**config.mk**
```make
export PLATFORM = sky130hd
export DESIGN_NAME = k580vt57_flat
export DESIGN_NICKNAME = d
export VERILOG_FILES = /design/src/rtl/k580vt57_pkg.sv /design/src/rtl/k580vt57_if.sv /design/src/rtl/k580vt57_prio.sv /design/src/rtl/k580vt57.sv /design/src/flat_wrapper.sv
export SDC_FILE = /design/constraint.sdc
export NUM_CORES = 1
export LEC_CHECK = 0
export CAP_MARGIN = 20
export CORE_UTILIZATION = 35
export CTS_CLUSTER_DIAMETER = 120
export DETAILED_ROUTE_END_ITERATION = 7
export GPL_ROUTABILITY_DRIVEN = 0
export PLACE_DENSITY = 0.59
export SYNTH_ARGS = -nofsm -noshare
export SYNTH_HDL_FRONTEND = slang
export SYNTH_SLANG_ARGS = --single-unit
```
**constraint.sdc**
```tcl
create_clock -name clk -period 3.7 [get_ports clk]
set_clock_uncertainty 0.2 [all_clocks]
set_input_delay 0.555 -clock clk [delete_from_list [all_inputs] [get_ports clk]]
set_output_delay 0.555 -clock clk [all_outputs]
set_load 0.005 [all_outputs]
```
**src/rtl/k580vt57_pkg.sv**
```systemverilog
// Shared types and constants for the k580vt57 four-channel DMA controller.
package k580vt57_pkg;

   localparam int NCH = 4;

   typedef enum logic [2:0] {IDLE, S0, S1, S2, S3, S4} state_t;

   localparam logic [3:0] REG_MODE   = 4'd8;
   localparam logic [3:0] REG_STATUS = 4'd8;

   localparam int MODE_ROT      = 4;
   localparam int MODE_EXTW     = 5;
   localparam int MODE_TCSTOP   = 6;
   localparam int MODE_AUTOLOAD = 7;

   localparam int STAT_UPD = 4;

   localparam logic [1:0] XFER_VERIFY = 2'b00;
   localparam logic [1:0] XFER_WRITE  = 2'b01;
   localparam logic [1:0] XFER_READ   = 2'b10;

   localparam logic [1:0] AUTOLOAD_CH = 2'd2;
   localparam logic [1:0] RELOAD_CH   = 2'd3;

   function automatic logic [1:0] ch_index(input logic [NCH-1:0] oh);
      logic [1:0] idx;
      idx = 2'd0;
      for (int i = 0; i < NCH; i++) begin
         if (oh[i]) idx = 2'(i);
      end
      return idx;
   endfunction

endpackage

```
**src/rtl/k580vt57_if.sv**
```systemverilog
// CPU register bus and system bus of the k580vt57; slave is the controller side.
interface k580vt57_if;
   import k580vt57_pkg::*;

   logic [3:0]     iaddr;
   logic [7:0]     idata;
   logic [7:0]     odata;
   logic           iwe_n;
   logic           ird_n;
   logic [NCH-1:0] drq;
   logic [NCH-1:0] dack;
   logic           hrq;
   logic           hlda;
   logic [15:0]    oaddr;
   logic           omemr_n;
   logic           omemw_n;
   logic           oior_n;
   logic           oiow_n;
   logic           tc;
   logic           mark;

   modport slave (
      input  iaddr, idata, iwe_n, ird_n, drq, hlda,
      output odata, dack, hrq, oaddr, omemr_n, omemw_n, oior_n, oiow_n, tc, mark
   );

   modport master (
      output iaddr, idata, iwe_n, ird_n, drq, hlda,
      input  odata, dack, hrq, oaddr, omemr_n, omemw_n, oior_n, oiow_n, tc, mark
   );

endinterface

```
**src/rtl/k580vt57_prio.sv**
```systemverilog
// Combinational 4-way request resolver; base names the highest-priority channel.
module k580vt57_prio
   import k580vt57_pkg::*;
(
   input  logic [NCH-1:0] req,
   input  logic [1:0]     base,
   output logic [NCH-1:0] gnt
);

   logic [1:0] idx;
   logic       found;

   always_comb begin
      gnt   = '0;
      found = 1'b0;
      idx   = base;
      for (int i = 0; i < NCH; i++) begin
         idx = base + 2'(i);
         if (!found && req[idx]) begin
            gnt[idx] = 1'b1;
            found    = 1'b1;
         end
      end
   end

endmodule

```
**src/rtl/k580vt57.sv**
```systemverilog
// Four-channel DMA controller (8257 equivalent): register file, bus FSM, channel update.
//
// state | meaning
// IDLE  | no enabled request, hrq low
// S0    | hrq high, waiting for hlda
// S1    | winner latched, dack and oaddr driven
// S2    | strobes start (extended write starts here too)
// S3    | all strobes for the transfer type active
// S4    | address/count update, TC/autoload handling, next-request decision
module k580vt57
   import k580vt57_pkg::*;
#(
   parameter int CH_N = 4
) (
   input  logic      clk,
   input  logic      reset,
   input  logic      ce,
   k580vt57_if.slave bus
);

   state_t         state, state_nx;
   logic [15:0]    addr_r [CH_N];
   logic [15:0]    cnt_r  [CH_N];
   logic [15:0]    addr_nx[CH_N];
   logic [15:0]    cnt_nx [CH_N];
   logic [7:0]     mode_r, mode_nx;
   logic [NCH-1:0] tcf_r, tcf_nx;
   logic           upd_r, upd_nx;
   logic           ff_r, ff_nx;
   logic           iwe_q, ird_q;
   logic [1:0]     cur_r, rot_r, base;
   logic [1:0]     wr_ch;
   logic           wr_stb, rd_stb;
   logic [NCH-1:0] req, gnt, cur_oh, stop_clr;
   logic [15:0]    cur_cnt;
   logic           in_xfer, tc_now, mark_now, reload, do_update;
   logic [15:0]    rd_word;
   logic [7:0]     stat;

   logic [NCH-1:0] dack_c;
   logic [15:0]    oaddr_c;
   logic           hrq_c, memr_c, memw_c, ior_c, iow_c;
   logic [7:0]     odata_c;

   assign wr_stb    = bus.iwe_n & ~iwe_q;
   assign rd_stb    = bus.ird_n & ~ird_q;
   assign wr_ch     = bus.iaddr[2:1];
   assign in_xfer   = (state == S1) || (state == S2) || (state == S3) || (state == S4);
   assign cur_cnt   = cnt_r[cur_r];
   assign cur_oh    = NCH'(1) << cur_r;
   assign tc_now    = in_xfer && (cur_cnt[13:0] == 14'd0);
   assign mark_now  = in_xfer && (cur_cnt[6:0] == 7'd0) && !tc_now;
   assign reload    = (state == S4) && tc_now && mode_r[MODE_AUTOLOAD] && (cur_r == AUTOLOAD_CH);
   assign stop_clr  = ((state == S4) && tc_now && mode_r[MODE_TCSTOP] && !reload) ? cur_oh : '0;
   assign req       = bus.drq & mode_r[NCH-1:0] & ~stop_clr;
   assign do_update = ce && (state == S4);

   // In S4 the next winner is chosen with the base that this transfer leaves behind.
   always_comb begin
      base = 2'd0;
      if (mode_r[MODE_ROT]) begin
         base = (state == S4) ? cur_r + 2'd1 : rot_r;
      end
   end

   k580vt57_prio u_prio (
      .req  (req),
      .base (base),
      .gnt  (gnt)
   );

   always_ff @(posedge clk) begin
      if (reset) state <= IDLE;
      else if (ce) state <= state_nx;
   end

   always_comb begin
      state_nx = state;
      case (state)
         IDLE: if (|req) state_nx = S0;
         S0: begin
            if (!(|req)) state_nx = IDLE;
            else if (bus.hlda) state_nx = S1;
         end
         S1: state_nx = S2;
         S2: state_nx = S3;
         S3: state_nx = S4;
         S4: state_nx = ((|req) && bus.hlda) ? S1 : IDLE;
         default: state_nx = IDLE;
      endcase
   end

   always_comb begin
      hrq_c   = (state != IDLE);
      dack_c  = in_xfer ? cur_oh : '0;
      oaddr_c = in_xfer ? addr_r[cur_r] : 16'h0000;
      memr_c  = 1'b1;
      memw_c  = 1'b1;
      ior_c   = 1'b1;
      iow_c   = 1'b1;
      if ((state == S2) || (state == S3)) begin
         case (cur_cnt[15:14])
            XFER_READ: begin
               memr_c = 1'b0;
               if ((state == S3) || mode_r[MODE_EXTW]) iow_c = 1'b0;
            end
            XFER_WRITE: begin
               ior_c = 1'b0;
               if ((state == S3) || mode_r[MODE_EXTW]) memw_c = 1'b0;
            end
            XFER_VERIFY: ;
            default: ;
         endcase
      end
   end

   always_ff @(posedge clk) begin
      if (reset) begin
         cur_r <= 2'd0;
         rot_r <= 2'd0;
      end else begin
         if (ce && (state_nx == S1)) cur_r <= ch_index(gnt);
         if (wr_stb && (bus.iaddr == REG_MODE)) rot_r <= 2'd0;
         else if (do_update && mode_r[MODE_ROT]) rot_r <= cur_r + 2'd1;
      end
   end

   // Register next-state: status clear, then S4 update, then CPU write so the CPU byte wins.
   always_comb begin
      for (int i = 0; i < CH_N; i++) begin
         addr_nx[i] = addr_r[i];
         cnt_nx[i]  = cnt_r[i];
      end
      mode_nx = mode_r;
      tcf_nx  = tcf_r;
      upd_nx  = upd_r;
      ff_nx   = ff_r;

      if (rd_stb) begin
         if (!bus.iaddr[3]) ff_nx = ~ff_r;
         else if (bus.iaddr == REG_STATUS) tcf_nx = '0;
      end

      if (do_update) begin
         for (int i = 0; i < CH_N; i++) begin
            if (2'(i) == cur_r) begin
               if (reload) begin
                  addr_nx[i] = addr_r[RELOAD_CH];
                  cnt_nx[i]  = cnt_r[RELOAD_CH];
               end else begin
                  addr_nx[i] = addr_r[i] + 16'd1;
                  cnt_nx[i]  = {cnt_r[i][15:14], cnt_r[i][13:0] - 14'd1};
               end
            end
         end
         if (tc_now) tcf_nx = tcf_nx | cur_oh;
         mode_nx[NCH-1:0] = mode_r[NCH-1:0] & ~stop_clr;
         if (cur_r == AUTOLOAD_CH) upd_nx = reload;
      end

      if (wr_stb && !bus.iaddr[3]) begin
         for (int i = 0; i < CH_N; i++) begin
            if ((2'(i) == wr_ch) ||
                (mode_r[MODE_AUTOLOAD] && (wr_ch == AUTOLOAD_CH) && (2'(i) == RELOAD_CH))) begin
               if (bus.iaddr[0]) begin
                  if (ff_r) cnt_nx[i][15:8] = bus.idata;
                  else      cnt_nx[i][7:0]  = bus.idata;
               end else begin
                  if (ff_r) addr_nx[i][15:8] = bus.idata;
                  else      addr_nx[i][7:0]  = bus.idata;
               end
            end
         end
         ff_nx = ~ff_r;
      end else if (wr_stb && (bus.iaddr == REG_MODE)) begin
         mode_nx = bus.idata;
         ff_nx   = 1'b0;
      end
   end

   always_ff @(posedge clk) begin
      if (reset) begin
         for (int i = 0; i < CH_N; i++) begin
            addr_r[i] <= 16'h0000;
            cnt_r[i]  <= 16'h0000;
         end
         mode_r <= 8'h00;
         tcf_r  <= '0;
         upd_r  <= 1'b0;
         ff_r   <= 1'b0;
         iwe_q  <= 1'b1;
         ird_q  <= 1'b1;
      end else begin
         for (int i = 0; i < CH_N; i++) begin
            addr_r[i] <= addr_nx[i];
            cnt_r[i]  <= cnt_nx[i];
         end
         mode_r <= mode_nx;
         tcf_r  <= tcf_nx;
         upd_r  <= upd_nx;
         ff_r   <= ff_nx;
         iwe_q  <= bus.iwe_n;
         ird_q  <= bus.ird_n;
      end
   end

   always_comb begin
      rd_word        = bus.iaddr[0] ? cnt_r[wr_ch] : addr_r[wr_ch];
      stat           = 8'h00;
      stat[NCH-1:0]  = tcf_r;
      stat[STAT_UPD] = upd_r;
      odata_c        = 8'h00;
      if (!bus.iaddr[3]) odata_c = ff_r ? rd_word[15:8] : rd_word[7:0];
      else if (bus.iaddr == REG_STATUS) odata_c = stat;
   end

   assign bus.odata   = odata_c;
   assign bus.hrq     = hrq_c;
   assign bus.dack    = dack_c;
   assign bus.oaddr   = oaddr_c;
   assign bus.omemr_n = memr_c;
   assign bus.omemw_n = memw_c;
   assign bus.oior_n  = ior_c;
   assign bus.oiow_n  = iow_c;
   assign bus.tc      = tc_now;
   assign bus.mark    = mark_now;

endmodule

```
**src/flat_wrapper.sv**
```systemverilog
// flat-port wrapper written by rule: the top's interface ports become plain ports
module k580vt57_flat import k580vt57_pkg::*;
#(
   parameter int CH_N = 4
)
  (clk, reset, ce, bus_iaddr, bus_idata, bus_iwe_n, bus_ird_n, bus_drq, bus_hlda, bus_odata, bus_dack, bus_hrq, bus_oaddr, bus_omemr_n, bus_omemw_n, bus_oior_n, bus_oiow_n, bus_tc, bus_mark);
  k580vt57_if bus_i ();
  input  logic clk;
  input  logic reset;
  input  logic ce;
  input wire logic [$bits(bus_i.iaddr)-1:0] bus_iaddr;
  input wire logic [$bits(bus_i.idata)-1:0] bus_idata;
  input wire logic [$bits(bus_i.iwe_n)-1:0] bus_iwe_n;
  input wire logic [$bits(bus_i.ird_n)-1:0] bus_ird_n;
  input wire logic [$bits(bus_i.drq)-1:0] bus_drq;
  input wire logic [$bits(bus_i.hlda)-1:0] bus_hlda;
  output wire logic [$bits(bus_i.odata)-1:0] bus_odata;
  output wire logic [$bits(bus_i.dack)-1:0] bus_dack;
  output wire logic [$bits(bus_i.hrq)-1:0] bus_hrq;
  output wire logic [$bits(bus_i.oaddr)-1:0] bus_oaddr;
  output wire logic [$bits(bus_i.omemr_n)-1:0] bus_omemr_n;
  output wire logic [$bits(bus_i.omemw_n)-1:0] bus_omemw_n;
  output wire logic [$bits(bus_i.oior_n)-1:0] bus_oior_n;
  output wire logic [$bits(bus_i.oiow_n)-1:0] bus_oiow_n;
  output wire logic [$bits(bus_i.tc)-1:0] bus_tc;
  output wire logic [$bits(bus_i.mark)-1:0] bus_mark;
  assign bus_i.iaddr = bus_iaddr;
  assign bus_i.idata = bus_idata;
  assign bus_i.iwe_n = bus_iwe_n;
  assign bus_i.ird_n = bus_ird_n;
  assign bus_i.drq = bus_drq;
  assign bus_i.hlda = bus_hlda;
  assign bus_odata = bus_i.odata;
  assign bus_dack = bus_i.dack;
  assign bus_hrq = bus_i.hrq;
  assign bus_oaddr = bus_i.oaddr;
  assign bus_omemr_n = bus_i.omemr_n;
  assign bus_omemw_n = bus_i.omemw_n;
  assign bus_oior_n = bus_i.oior_n;
  assign bus_oiow_n = bus_i.oiow_n;
  assign bus_tc = bus_i.tc;
  assign bus_mark = bus_i.mark;
  k580vt57 #(.CH_N(CH_N)) u_core (.clk(clk), .reset(reset), .ce(ce), .bus(bus_i));
endmodule
```
# ---- Yosys cells after proc, flatten, opt, wreduce, memory -nomap -nowiden
# Memory sizes are Yosys's and may differ from the RTL's. A register that Yosys moved wholly into a read port is not among the register bits.
# Cells that the tools add are included.
dict set report word_totals {
  ff_bits 23
  mem_bits_rw 128
  inputBits 22
  out_inout_bits 35
  word_cells 247
  memories 2
}
# memory words width rd rd_clocked_by_memory_dff wr line
set memory_table {}
lappend memory_table {u_core.addr_r 4 16 6 1 4 k580vt57.sv:22} ;# logic [15:0] addr_r [CH_N];
lappend memory_table {u_core.cnt_r 4 16 6 1 4 k580vt57.sv:23} ;# logic [15:0] cnt_r [CH_N];
dict set report op_classes {
  addsub 12
  order_cmp 8
  n_eq_ne 18
  shift 1
  n_mux 128
  bitwise_logic 22
  reduce_logical 46
}
# op count
set ops {}
lappend ops {{16-bit 2-to-1 mux} 42}
lappend ops {{64-bit 2-to-1 mux} 4}
lappend ops {{8-bit 2-to-1 mux} 18}
lappend ops {{16-bit by 1-bit adder with 16-bit output (second input constant)} 4}
lappend ops {{4-bit 2-to-1 mux} 14}
lappend ops {{14-bit by 1-bit subtractor with 14-bit output (second input constant)} 4}
lappend ops {{1-bit 2-to-1 mux} 28}
lappend ops {{1-bit logical AND} 22}
lappend ops {{2-bit 2-to-1 mux} 9}
lappend ops {{3-bit one-hot mux with 6 select lines} 1}
lappend ops {{4-bit bitwise OR} 4}
lappend ops {{14-bit logical NOT} 1}
lappend ops {{4-bit bitwise AND} 3}
lappend ops {{2-bit by 3-bit less-than comparator with 1-bit output (second input constant)} 4}
lappend ops {{3-bit by 2-bit == test with 1-bit output (second input constant)} 3}
lappend ops {{3-bit 2-to-1 mux} 3}
lappend ops {{1-bit binary-select mux with 2-bit select} 4}
lappend ops {{1-bit demux with 2-bit select} 4}
lappend ops {{2-bit == test (first input constant)} 4}
lappend ops {{2-bit by 1-bit greater-or-equal comparator with 1-bit output (second input constant)} 4}
lappend ops {{1-bit bitwise OR} 8}
lappend ops {{7-bit logical NOT} 1}
lappend ops {{2-bit == test (second input constant)} 3}
lappend ops {{3-bit == test (second input constant)} 2}
lappend ops {{other kinds (20)} 41}

# ---- Depth between registers and ports, before layout
# Gate-level depths: netlist of run 1.
dict set report depth {
  depth_word 30
  depth_mapped 14
  depth_no_buf 12
}

# ---- Modules after synthesis
# Synthesis of run 1 repeated with hierarchy kept, for this count alone.
dict set report hier_totals {
  cells_unflattened 1392
  hier_area_um2 11320.9
}
# module instances cells_each area_each_um2 seq_area_each_um2
set modules_own_cells {}
lappend modules_own_cells {k580vt57 1 1356 10983.0 3062.9}
lappend modules_own_cells {k580vt57_prio 1 36 337.8 0.0}

# ---- Least setup slack after synthesis of run 1
# No wires, ideal clock.
dict set report synth_path {
  path_kind {reg-to-reg}
  from {register u_core.state[2]}
  to {register (tool-made name)}
  setup_time_ns 0.077
  arrival_ns 3.476
  required_ns 3.423
  path_slack_ns -0.053
  stages_incl_launch_ff 13
  path_buffers 3
  synth_period_minus_slack_ns 3.753
  cell_sequence {dfxtp_1 clkbuf_1 and3b_1 clkbuf_1 mux2_2 nand2_1 buf_1 ha_1 mux4_2 o311a_2 a2111o_1 or3b_1 o2bb2ai_1}
}
# element line
set synth_rtl {}
lappend synth_rtl {{start, declared} k580vt57.sv:21} ;# state_t state, state_nx;
lappend synth_rtl {{start signal, assigned} k580vt57.sv:74} ;# else if (ce) state <= state_nx;

==> flow_summary.yaml, run 1 <==
yosys:
  yosysWarningCount: 0
  synth.most_common_cell: "nor2_1"
  synthesis.area_mm2: 0.01121
  synth-edff-count: 0
  synth_area_leaders: "dfxtp_1 27%, mux4_2 12%, nor2_1 7.1%"
  synth-seq-area-share_pct: 27.33
  synth_ff_type: "dfxtp_1"
  ys_types: 71
  synthTopCellsByCount: "212 x nor2_1, 153 x dfxtp_1, 153 x nand2_1"
  yosys.area.top_type: "dfxtp_1"
  synth_top_cell_area_share_pct: 27.33
  syn-mean-instance-area_um2: 7.713
  ys_ff_latch: 153
  async_flop_share_pct: 0
  syn-instance-count: 1453
  synthesis.nets: 1492
cells_and_area:
  syn_to_final_growth_pct: 20.10
  multiInputGateArea_mm2: 0.007649
  drive_above_1_share_pct: 15.49
  design_area_mm2: 0.01346
  register_area_mm2: 0.003072
  fillCellCount: 3135
  n_antenna_cell: 0
  nets: 1551
  fin_cells: 1926
worst_setup_path:
  cp.arrival_ns: 3.79
  start_kind: "register"
  cp.required_ns: 3.86
  critPathMaxFanout: 7
  critPathKind: "register to register"
  endpoint_kind: "register"
drt:
  wirelength_mm: 43.82
  dr.first_iter.drc_count: 1818
  via_count: 12330
  drc: 0
  drtPass1Iterations: 6
  vias_per_cell: 6.404
  wl_per_cell_um: 22.75
  postRouteAntennaNets: 0
worst_hold_path:
  hold_class: "register to register"
  min_from: "u_core.mode_r[3]"
floorplanning:
  initial_core_util_pct: 35.52
  fp.dieW_um: 180.9
  die-area_mm2: 0.03274
  rows: 65
  design.core.area_mm2: 0.03156
  io_pins: 57
  dieHeight_um: 180.9
global_route:
  grt_max_degree: 118
  grtUsageTotal_pct: 26.15
  grt_pass1_wl_mm: 66.57
  grt_pass1_vias: 10970
  antenna_found_initial: 1
  grt-ovfl-total: 0
timing:
  setup_tns_ns: 0
  finalMaxSlewViolations: 0
  clock.fmax_ghz: 0.2750
  rsz0062_at_grt: "true"
  final.min_clock_period_ns: 3.636
  tightestPinTransition_ns: 1.229
  setup_viol: 0
  hold_violations: 0
  post-route-period-util_pct: 98.27
  slew_headroom_pct: 17.78
pwr:
  power.density_mw_per_mm2: 287.1
  p_leak_uw: 0.004672
  power_uw: 3864
  peakVddDrop_v: 0.0002639
placed_design:
  place_area_mm2: 0.01268
  portBuffers: 56
  dp.cells: 1889
  hpwl_mm: 30.35
clock_tree:
  root_buffer: "clkbuf_16"
  clk_pin_slew_worst_paths_ns: 0.07
  cts_htree_levels: 4
  clock-sinks: 153
  cts_tree: "built"
  clk_path_buf_depth: 2
  clkLatencyLatePin_ns: 0.44
  cts_inserted_buffers: 17
run:
  maxCapViolations: 0
run_status:
  status: "finished clean"
## repair_timing
item,in CTS,in global routing
setup buffers,1,4
hold buffers,0,0
setup endpoints to repair,2,7
pin swaps,3,14
gates resized for setup,5,19
gates cloned,0,0
## path summary, 6_finish.rpt
kind	slack (ns)	end	cells past startpoint
worst max-delay path	0.06	register	11
worst min-delay path	0.27	u_core.mode_r[3]	2
worst min register to register	0.27	u_core.mode_r[3]	2
worst max register to register	0.06	register	11
## sequential cells by signal, indices dropped and copies added, names as in the netlist, named ones only
register	count
u_core.addr_r	64
u_core.cnt_r	64
u_core.mode_r	8
u_core.tcf_r	4
u_core.state	3
u_core.cur_r	2
u_core.rot_r	2
u_core.ff_r	1
u_core.ird_q	1
u_core.iwe_q	1
u_core.upd_r	1
## per-layer routing
| metal | vias up | track usage, % | wire (um) |
|---|---|---|---|
| met5 | - | 0 | 13 |
| met3 | 108 | 4.596 | 4389 |
| li1 | 5528 | - | - |
| met1 | 5928 | 37.02 | 18820 |
| met2 | 768 | 39.88 | 19390 |
| met4 | 2 | 9.017 | 1214 |
## stage by stage
stage                     worst slack, ns  hold WS, ns  utilization (%)
final                             0.06394       0.2699            42.65
after CTS                         0.02925       0.2697            42.26
after global routing             -0.04978       0.2944            42.65
after detailed placement          0.04823       0.2600            40.19
after floorplan                    0.1268       0.2366                -
after global placement             0.1096       0.2490            40.10
## critical path, cell delays in order (launching register included)
cell and delay (ns):
dfxtp_2 0.35, buf_4 0.17, nor3b_2 0.16, o41a_1 0.48, buf_6 0.16, and4_4 0.17
or2_1 0.24, mux4_2 0.52, o311a_4 0.16, a2111o_1 0.39, or3b_1 0.41, o2bb2ai_2 0.14
## area by class of cell
type	count	area share (%)
multi-input combinational	1148	56.83
clock buffer	21	3.421
tap	402	3.737
timing repair buffer	164	11.17
sequential	153	22.82
inverter	28	0.7809
clock inverter	10	1.236
## kinds of logic (layout without fill, tap and decap cells)
kind of cell	after synthesis	count (layout)	synth area share [%]
xor+xnor	27	27	2.110
mux	72	72	13.38
simple gates	606	606	25.70
flops	153	153	27.33
fa+ha+maj	17	17	1.898
buf+inv	152	223	5.158
compound gates	426	426	24.43
## cells in the final DEF, fill, tap and decap left out, types with 5 or more instances in the layout
cell type | synthesis | routed
a311oi_1 | 14 | 13
mux2i_1 | 8 | 8
clkdlybuf4s50_1 | 0 | 52
a211oi_1 | 67 | 67
nand3_1 | 42 | 41
buf_12 | 0 | 8
nor3b_1 | 10 | 9
a21oi_1 | 128 | 128
o221ai_1 | 17 | 17
o211ai_1 | 27 | 27
a22oi_1 | 6 | 6
o21ai_0 | 76 | 76
o22ai_1 | 17 | 17
a31oi_1 | 27 | 27
or3_1 | 9 | 9
nor2b_1 | 27 | 27
xnor2_1 | 11 | 10
dfxtp_1 | 153 | 148
xor2_1 | 16 | 16
a41oi_1 | 10 | 9
buf_4 | 1 | 95
and3_1 | 28 | 28
or4_1 | 6 | 5
o21a_1 | 11 | 11
nand2_1 | 153 | 152
mux4_2 | 62 | 62
nor3_1 | 37 | 36
ha_1 | 17 | 17
inv_1 | 28 | 28
clkbuf_16 | 0 | 17
nand3b_1 | 8 | 8
and2_1 | 10 | 10
nor2_1 | 212 | 211
nor4_1 | 12 | 12
nand4_1 | 18 | 18
## where the power goes
| group | internal (uW) | switching (uW) | leakage, uW | total (uW) |
|---|---|---|---|---|
| Clock | 1170 | 775 | 0.000300 | 1940 |
| Sequential | 1650 | 13.3 | 0.00124 | 1670 |
| Combinational | 93.3 | 162 | 0.00314 | 255 |
(Power assumes the default switching activity.)
==> run 2, diff against run 1 <==
CORE_MARGIN = 10   (was default)
==> run 2 against run 1 <==
Net effect: clock power shrank 8%; critical path depth shrank 3; via count shrank 1.6%; final area shrank 0.75%; routed wire length shrank 0.16%; register-to-register slack gained 0.03 ns; sequential power is essentially flat; total power shrank 4.0%.
==> flow_summary.yaml, run 2 (same netlist as run 1, synthesis figures left out) <==
floorplanning:
  initial_core_util_pct: 35.52
  io_pins: 57
  design.core.area_mm2: 0.03156
  dieHeight_um: 198.9
  fp.dieW_um: 198.9
  die-area_mm2: 0.03958
  rows: 65
timing:
  post-route-period-util_pct: 98.24
  slew_headroom_pct: 22.19
  final.min_clock_period_ns: 3.635
  hold_violations: 0
  rsz0062_at_grt: "true"
  clock.fmax_ghz: 0.2751
  finalMaxSlewViolations: 0
  tightestPinTransition_ns: 1.163
  setup_viol: 0
cells_and_area:
  layout_common_cells: "211 x nor2_1, 152 x nand2_1, 150 x dfxtp_1"
  final_common_cell: "nor2_1"
  drive_above_1_share_pct: 15.06
  reg_top3: "u_core.addr_r x64, u_core.cnt_r x64, u_core.mode_r x8"
  final_core_util_pct: 42.33
  syn_to_final_growth_pct: 19.19
  n_antenna_cell: 0
  design_area_mm2: 0.01336
  nets: 1544
clock_tree:
  clkLatencyLatePin_ns: 0.43
  clk_pin_slew_worst_paths_ns: 0.06
  cts_inserted_buffers: 17
  root_buffer: "clkbuf_16"
  cts_tree: "built"
  clk_path_buf_depth: 2
  cts_htree_levels: 4
  clock-sinks: 153
  hold_buffers: 0
drt:
  dr.first_iter.drc_count: 1246
  postRouteAntennaNets: 0
  vias_per_cell: 6.331
  drtPass1Iterations: 7
  drc: 0
  wl_per_cell_um: 22.83
  via_count: 12130
  wirelength_mm: 43.75
global_route:
  grt_pass1_wl_mm: 67.15
  antenna_found_initial: 0
  grtUsageTotal_pct: 21.72
  grt-ovfl-total: 0
  grt_pass1_vias: 11410
  grt_max_degree: 118
placed_design:
  hpwl_mm: 30.53
  place_area_mm2: 0.01262
  portBuffers: 56
pwr:
  peakVddDrop_v: 0.0002575
  switching_share_pct: 23.81
  p_clk_share_pct: 48.4
  p_seq_share_pct: 44.9
  power.density_mw_per_mm2: 277.5
  switchingPower_uw: 882.9
  p_leak_uw: 0.004608
  p_comb_share_pct: 6.7
  p_int_uw: 2825
worst_setup_path:
  rrSetupSlack_ns: 0.09
  start_kind: "register"
  cp.arrival_ns: 2.88
  critPathKind: "register to primary output"
  critPathMaxFanout: 9
  cp.required_ns: 2.94
  endpoint_kind: "primary output"
run_status:
  status: "finished clean"
worst_hold_path:
  hold_class: "register to register"
  min_from: "u_core.upd_r"
run:
  maxCapViolations: 0
-- run 2: changes by cell type in the layout (fill, tap and decap cells not counted), sizes merged --
cell           before  now
buf               111  104
bufinv              4    3
clkbuf             21   20
clkdlybuf4s50      52   53
clkinv              2    3
dlymetal6s2s        1    0
inv                30   28
-- run 2: power groups by stage --
stage	Combinational, uW	Sequential (uW)	Clock (uW)
4_1_cts	240	1670	1820
3_5_place_dp	238	1700	0
3_3_place_gp	236	1700	0
2_1_floorplan	139	1700	0
5_1_grt	264	1670	1880
6_report	250	1660	1790
-- run 2: worst max-delay path: stages (launching register included) --
cell and delay, ns:
dfxtp_2 0.34, buf_12 0.13, or4b_4 0.48, a41oi_2 0.22, o41a_1 0.33, buf_6 0.16
nand3_2 0.11, nor2_2 0.16, clkdlybuf4s50_1 0.52
-- run 2: final timing paths --
kind	endpoint	depth (start not counted)
max	bus_tc	8
min	u_core.upd_r	2
max reg2reg	register	12
min reg2reg	u_core.upd_r	2
-- run 2: area by class of cell --
cell class	instances	area (um2)
clock buffers	20	456.7
clock inverters	8	123.9
fillers	3185	18200
inverters	28	105.1
multi-input cells	1148	7649
flip-flops and latches	153	3072
well taps	402	503.0
repair buffers	157	1449
-- run 2: routing by layer --
layer  vias up  wire [um]  part of all wire [%]  GRT usage [%]
met5         -          0                     0              0
met4         0       1641                   3.8          8.901
met3       123       4290                   9.8          4.782
met2       694      19550                    45          33.68
met1      5799      18270                    42          28.57
li1       5515          -                     -              -
-- run 2: timing repair --
item	4_1_cts	5_1_grt
gates cloned	0	0
pin swaps	3	17
buffers inserted	1	4
gates resized for setup	5	18
setup endpoints to repair	4	7
-- run 2: per-stage QoR --
stage / setup WS, ns / total power [uW] / cells / setup TNS [ns] / hold WS [ns]
6_report: 0.06516 / 3707 / 1916 / 0 / 0.2626
5_1_grt: -0.02512 / 3813 / 1916 / -0.04377 / 0.2745
4_1_cts: 0.005968 / 3722 / 1911 / 0 / 0.2591
3_5_place_dp: 0.04307 / 1941 / 1882 / 0 / 0.2499
3_3_place_gp: 0.06031 / 1939 / 1881 / 0 / 0.2454
2_1_floorplan: 0.1268 / 1835 / 1453 / 0 / 0.2366
==> variant 1: new RTL, settings of run 1 <==
`CH_N` is set to 4 in 2 places; all go to 8.
--- a/src/rtl/k580vt57.sv
+++ b/src/rtl/k580vt57.sv
@@ -10,7 +10,7 @@
 module k580vt57
    import k580vt57_pkg::*;
 #(
-   parameter int CH_N = 4
+   parameter int CH_N = 8
 ) (
    input  logic      clk,
    input  logic      reset,
--- a/src/flat_wrapper.sv
+++ b/src/flat_wrapper.sv
@@ -1,7 +1,7 @@
 // flat-port wrapper written by rule: the top's interface ports become plain ports
 module k580vt57_flat import k580vt57_pkg::*;
 #(
-   parameter int CH_N = 4
+   parameter int CH_N = 8
 )
   (clk, reset, ce, bus_iaddr, bus_idata, bus_iwe_n, bus_ird_n, bus_drq, bus_hlda, bus_odata, bus_dack, bus_hrq, bus_oaddr, bus_omemr_n, bus_omemw_n, bus_oior_n, bus_oiow_n, bus_tc, bus_mark);
   k580vt57_if bus_i ();
Formal check against the unedited RTL: no difference found for any inputs over 4 cycles, from zero or initial values and one cycle with reset high; that may be too few to reach the edited logic, so the function may still have changed.
==> variant 1 against run 1 <==
  * Power decreased by 0.15%
  * Sequential cell count unchanged
  * Final area rose by 13%
  * Synthesized area shrank 2.4%
  * Setup slack worse by 0.20 ns
  * Critical path type unchanged
  * Routed wire length increased by 4.8%
  * The flow now finishes with violations (negative setup slack)
==> variant 1: results (changes against run 1) <==
status=finished, violations left (was completed); violated checks=negative setup slack; # clk buffers=20 (was 21); GRT Overall Usage=27.75% (was 26.15%); post-route setup TNS=-5.003 ns (was 0 ns); Setup Buffers After CTS=12 (was 1); largest cells by area after synthesis=dfxtp_1, mux4_2, nor2_1 (unchanged); master of the slowest instance on the critical path=or4_4 (was mux4_2); dpl hpwl=28,530 microns (was 30,350 microns); met1 WL=18,670 microns (was 18,820 microns); non-clk buf share=16.87% (was 11.17%); Synth top area share=27.99% (was 27.33%); vias in the first global route=11,050 (was 10,970); # resized after CTS=117 (was 5); leak pwr=5.455 nW (was 4.672 nW); count of multi-input gates=1,091 (was 1,148); met3 WL post-DR=5249 microns (was 4389 microns); GR Util met2=41.81% (was 39.88%); Distinct cells, synth=62 (was 71); post-synthesis cell count=1,395 (was 1,453); Iter 0 DRT Violations=1,470 (was 1,818); clock network share of area=4.080% (was 4.657%); worst setup margin=-0.1363 ns (was 0.06394 ns); met1 Usage GRT=37.57% (was 37.02%); sequential element share of the synthesized area=27.99% (was 27.33%); Routed WL per cell=23.73 microns (was 22.75 microns); Least-Margin Pin Slew=1.174 ns (was 1.229 ns); Sequential Area=0.003068 sq mm (was 0.003072 sq mm); met2 WL=19,980 microns (was 19,390 microns); Setup Viol. Count Final=88 (was 0)
==> variant 1: changes by cell type in the layout (fill, tap and decap cells not counted), moves of 24 or more <==
cell	run 1	this run
buf_6	4	28
a21oi_1	128	84
a21oi_2	0	31
nand2_1	152	128
nor2_1	211	187
o21ai_0	76	20
nor2_4	0	24
==> variant 1: report_power, final <==
part	internal [W]	total, W	switching [W]	leakage [nW]
logic	0.000105	0.000273	0.000168	3.92
clock network	0.00115	0.00192	0.000773	0.304
registers	0.00165	0.00167	0.0000127	1.24
==> variant 1: per-stage QoR <==
step	area (sq um)	power (W)	utilization [%]	worst slack, ns
finish	15210	0.003858	49.60	-0.1363
global route	15210	0.003945	49.60	-0.2823
CTS	14050	0.003841	45.81	-0.1521
detailed placement	12700	0.001952	41.40	-0.1925
global placement	12660	0.001947	41.27	-0.1782
floorplan	10950	0.001835	-	-0.1735
==> variant 1: worst min path at each step <==
| stage | slack, ns | from | to | depth (start not counted) |
|---|---|---|---|---|
| floorplan | 0.23 | u_core.mode_r[6]$_SDFFE_PP0P_ | u_core.mode_r[6]$_SDFFE_PP0P_ | 2 |
| global placement | 0.24 | u_core.mode_r[6]$_SDFFE_PP0P_ | u_core.mode_r[6]$_SDFFE_PP0P_ | 2 |
| detailed placement | 0.25 | u_core.upd_r$_SDFFE_PP0P_ | u_core.upd_r$_SDFFE_PP0P_ | 2 |
| CTS | 0.26 | u_core.upd_r$_SDFFE_PP0P_ | u_core.upd_r$_SDFFE_PP0P_ | 2 |
| global route | 0.27 | u_core.upd_r$_SDFFE_PP0P_ | u_core.upd_r$_SDFFE_PP0P_ | 2 |
| finish | 0.26 | u_core.upd_r$_SDFFE_PP0P_ | u_core.upd_r$_SDFFE_PP0P_ | 2 |
==> variant 2: new RTL, config.mk and constraints of run 1 <==
Made on the original files. Reset style: asynchronous (`reset`), changed in 3 clocked blocks.
--- a/src/rtl/k580vt57.sv
+++ b/src/rtl/k580vt57.sv
@@ -69,7 +69,7 @@
       .gnt  (gnt)
    );
 
-   always_ff @(posedge clk) begin
+   always_ff @(posedge clk or posedge reset) begin
       if (reset) state <= IDLE;
       else if (ce) state <= state_nx;
    end
@@ -114,7 +114,7 @@
       end
    end
 
-   always_ff @(posedge clk) begin
+   always_ff @(posedge clk or posedge reset) begin
       if (reset) begin
          cur_r <= 2'd0;
          rot_r <= 2'd0;
@@ -178,7 +178,7 @@
       end
    end
 
-   always_ff @(posedge clk) begin
+   always_ff @(posedge clk or posedge reset) begin
       if (reset) begin
          for (int i = 0; i < CH_N; i++) begin
             addr_r[i] <= 16'h0000;
Formal check against the unedited RTL: differs if reset is asserted again (counterexample within 4 cycles, from zero or initial values and one cycle with reset high); with reset held inactive, the same outputs for 4 cycles.
==> variant 2 against run 1 <==
  * The run now ends with negative setup slack left
  * Final area grew 8.6%
  * Routed wire length shrank 2.0%
  * Setup slack lost 0.31 ns
  * Die area grew 0.71%
  * Via count shrank 5.9%
  * Sequential cell count shrank 2
  * Synthesized area grew 0.71%
  * Largest cell class unchanged
Power is not compared: it rests on default switching activity, and its combinational part moved more than twofold at a synthesized area within 25%.
==> variant 2: results (changes against run 1) <==
nets=1,519 (was 1,551); Post-synth top cells=nor2_1, dfrtp_1, nand2_1, a21oi_1, o21ai_0 (was nor2_1, dfxtp_1, nand2_1, a21oi_1, clkbuf_1); post-synthesis xor/xnor area fraction=2.561% (was 2.110%); post-synth net total=1,387 (was 1,492); sequential element share of the synthesized area=33.50% (was 27.33%); Worst Path Arrival=4.09 ns (was 3.79 ns); Worst path max stage delay=0.54 ns (was 0.52 ns); violated checks=negative setup slack; worst-path fanout max=5 (was 7); mux contribution to synthesized area=14.50% (was 13.38%); pin count of the biggest net entering global routing=49 (was 118); fillers=2,975 (was 3,135); status=finished, violations left (was completed); wirelength, routed=42,950 microns (was 43,820 microns); HP Start=u_core.upd_r$_DFFE_PP0P_ (was u_core.mode_r[3]$_SDFF_PP0_); post-route setup TNS=-9.894 ns (was 0 ns); Worst path top cell family by delay=simple AND/OR/NAND/NOR gates (was compound AO/OA/AOI/OAI gates); post-synthesis cell count=1,348 (was 1,453); FF-to-FF path depth=13 (was 11); share of layout cells above drive strength 1=24.18% (was 15.49%); dpl hpwl=29,040 microns (was 30,350 microns); worst path buffer plus inverter count=3 (was 2); largest cells by area after synthesis=dfrtp_1, mux4_2, nor2_1 (was dfxtp_1, mux4_2, nor2_1); Distinct cells, synth=66 (was 71); GRT Overall Usage=25.56% (was 26.15%); Fin Hold WS=0.2967 ns (was 0.2699 ns); Setup Viol. Count Final=91 (was 0); Setup Buffers After CTS=6 (was 1); Via density=6.127 (was 6.404); worst setup margin=-0.2421 ns (was 0.06394 ns); Iter 0 DRT Violations=1,431 (was 1,818); placed cells=1,837 (was 1,889); master of the slowest instance on the critical path=or4_4 (was mux4_2); complex-gate fraction of the synthesized area=20.88% (was 24.43%); first-pass GRT wire length=64,740 microns (was 66,570 microns); hold endpoint=u_core.upd_r$_DFFE_PP0P_ (was u_core.mode_r[3]$_SDFF_PP0_); Top FF cell, synth=dfrtp_1 (was dfxtp_1); placed cell area=0.01305 sq mm (was 0.01268 sq mm); initial antenna violation count=0 (was 1); vias in the first global route=10,770 (was 10,970); leak pwr=5.665 nW; Synth Area in Adders=1.884% (was 1.898%); Sequential Area=0.003781 sq mm (was 0.003072 sq mm)
variant 2: changes by cell type after synthesis, moves of 9 or more:
cell	delta
o22ai_1	+30
o211ai_1	-22
o21ai_1	+14
o221ai_1	-11
dfrtp_1	+149
a211oi_1	-56
dfxtp_1	-153
a311oi_1	-13
clkbuf_1	-27
nand3_1	-9
o21ai_0	+31
mux2_2	+10
nor2_1	-35
nor3_1	-9
variant 2: layout make-up:
type / instances / share of cell area [%]
well taps: 402 / 3.440
multi-input cells: 1061 / 51.90
clock inverters: 11 / 1.018
inverters: 35 / 0.9241
clock buffers: 21 / 3.012
repair buffers: 214 / 13.85
flip-flops and latches: 151 / 25.86
variant 2: metal layers:
metal | global-route usage, % | vias to the layer above | part of all wire, %
met5 | 0 | - | 0
met4 | 10.20 | 0 | 3.3
met3 | 4.493 | 111 | 7.8
met2 | 40.68 | 601 | 47
met1 | 34.45 | 5670 | 42
li1 | - | 5229 | -
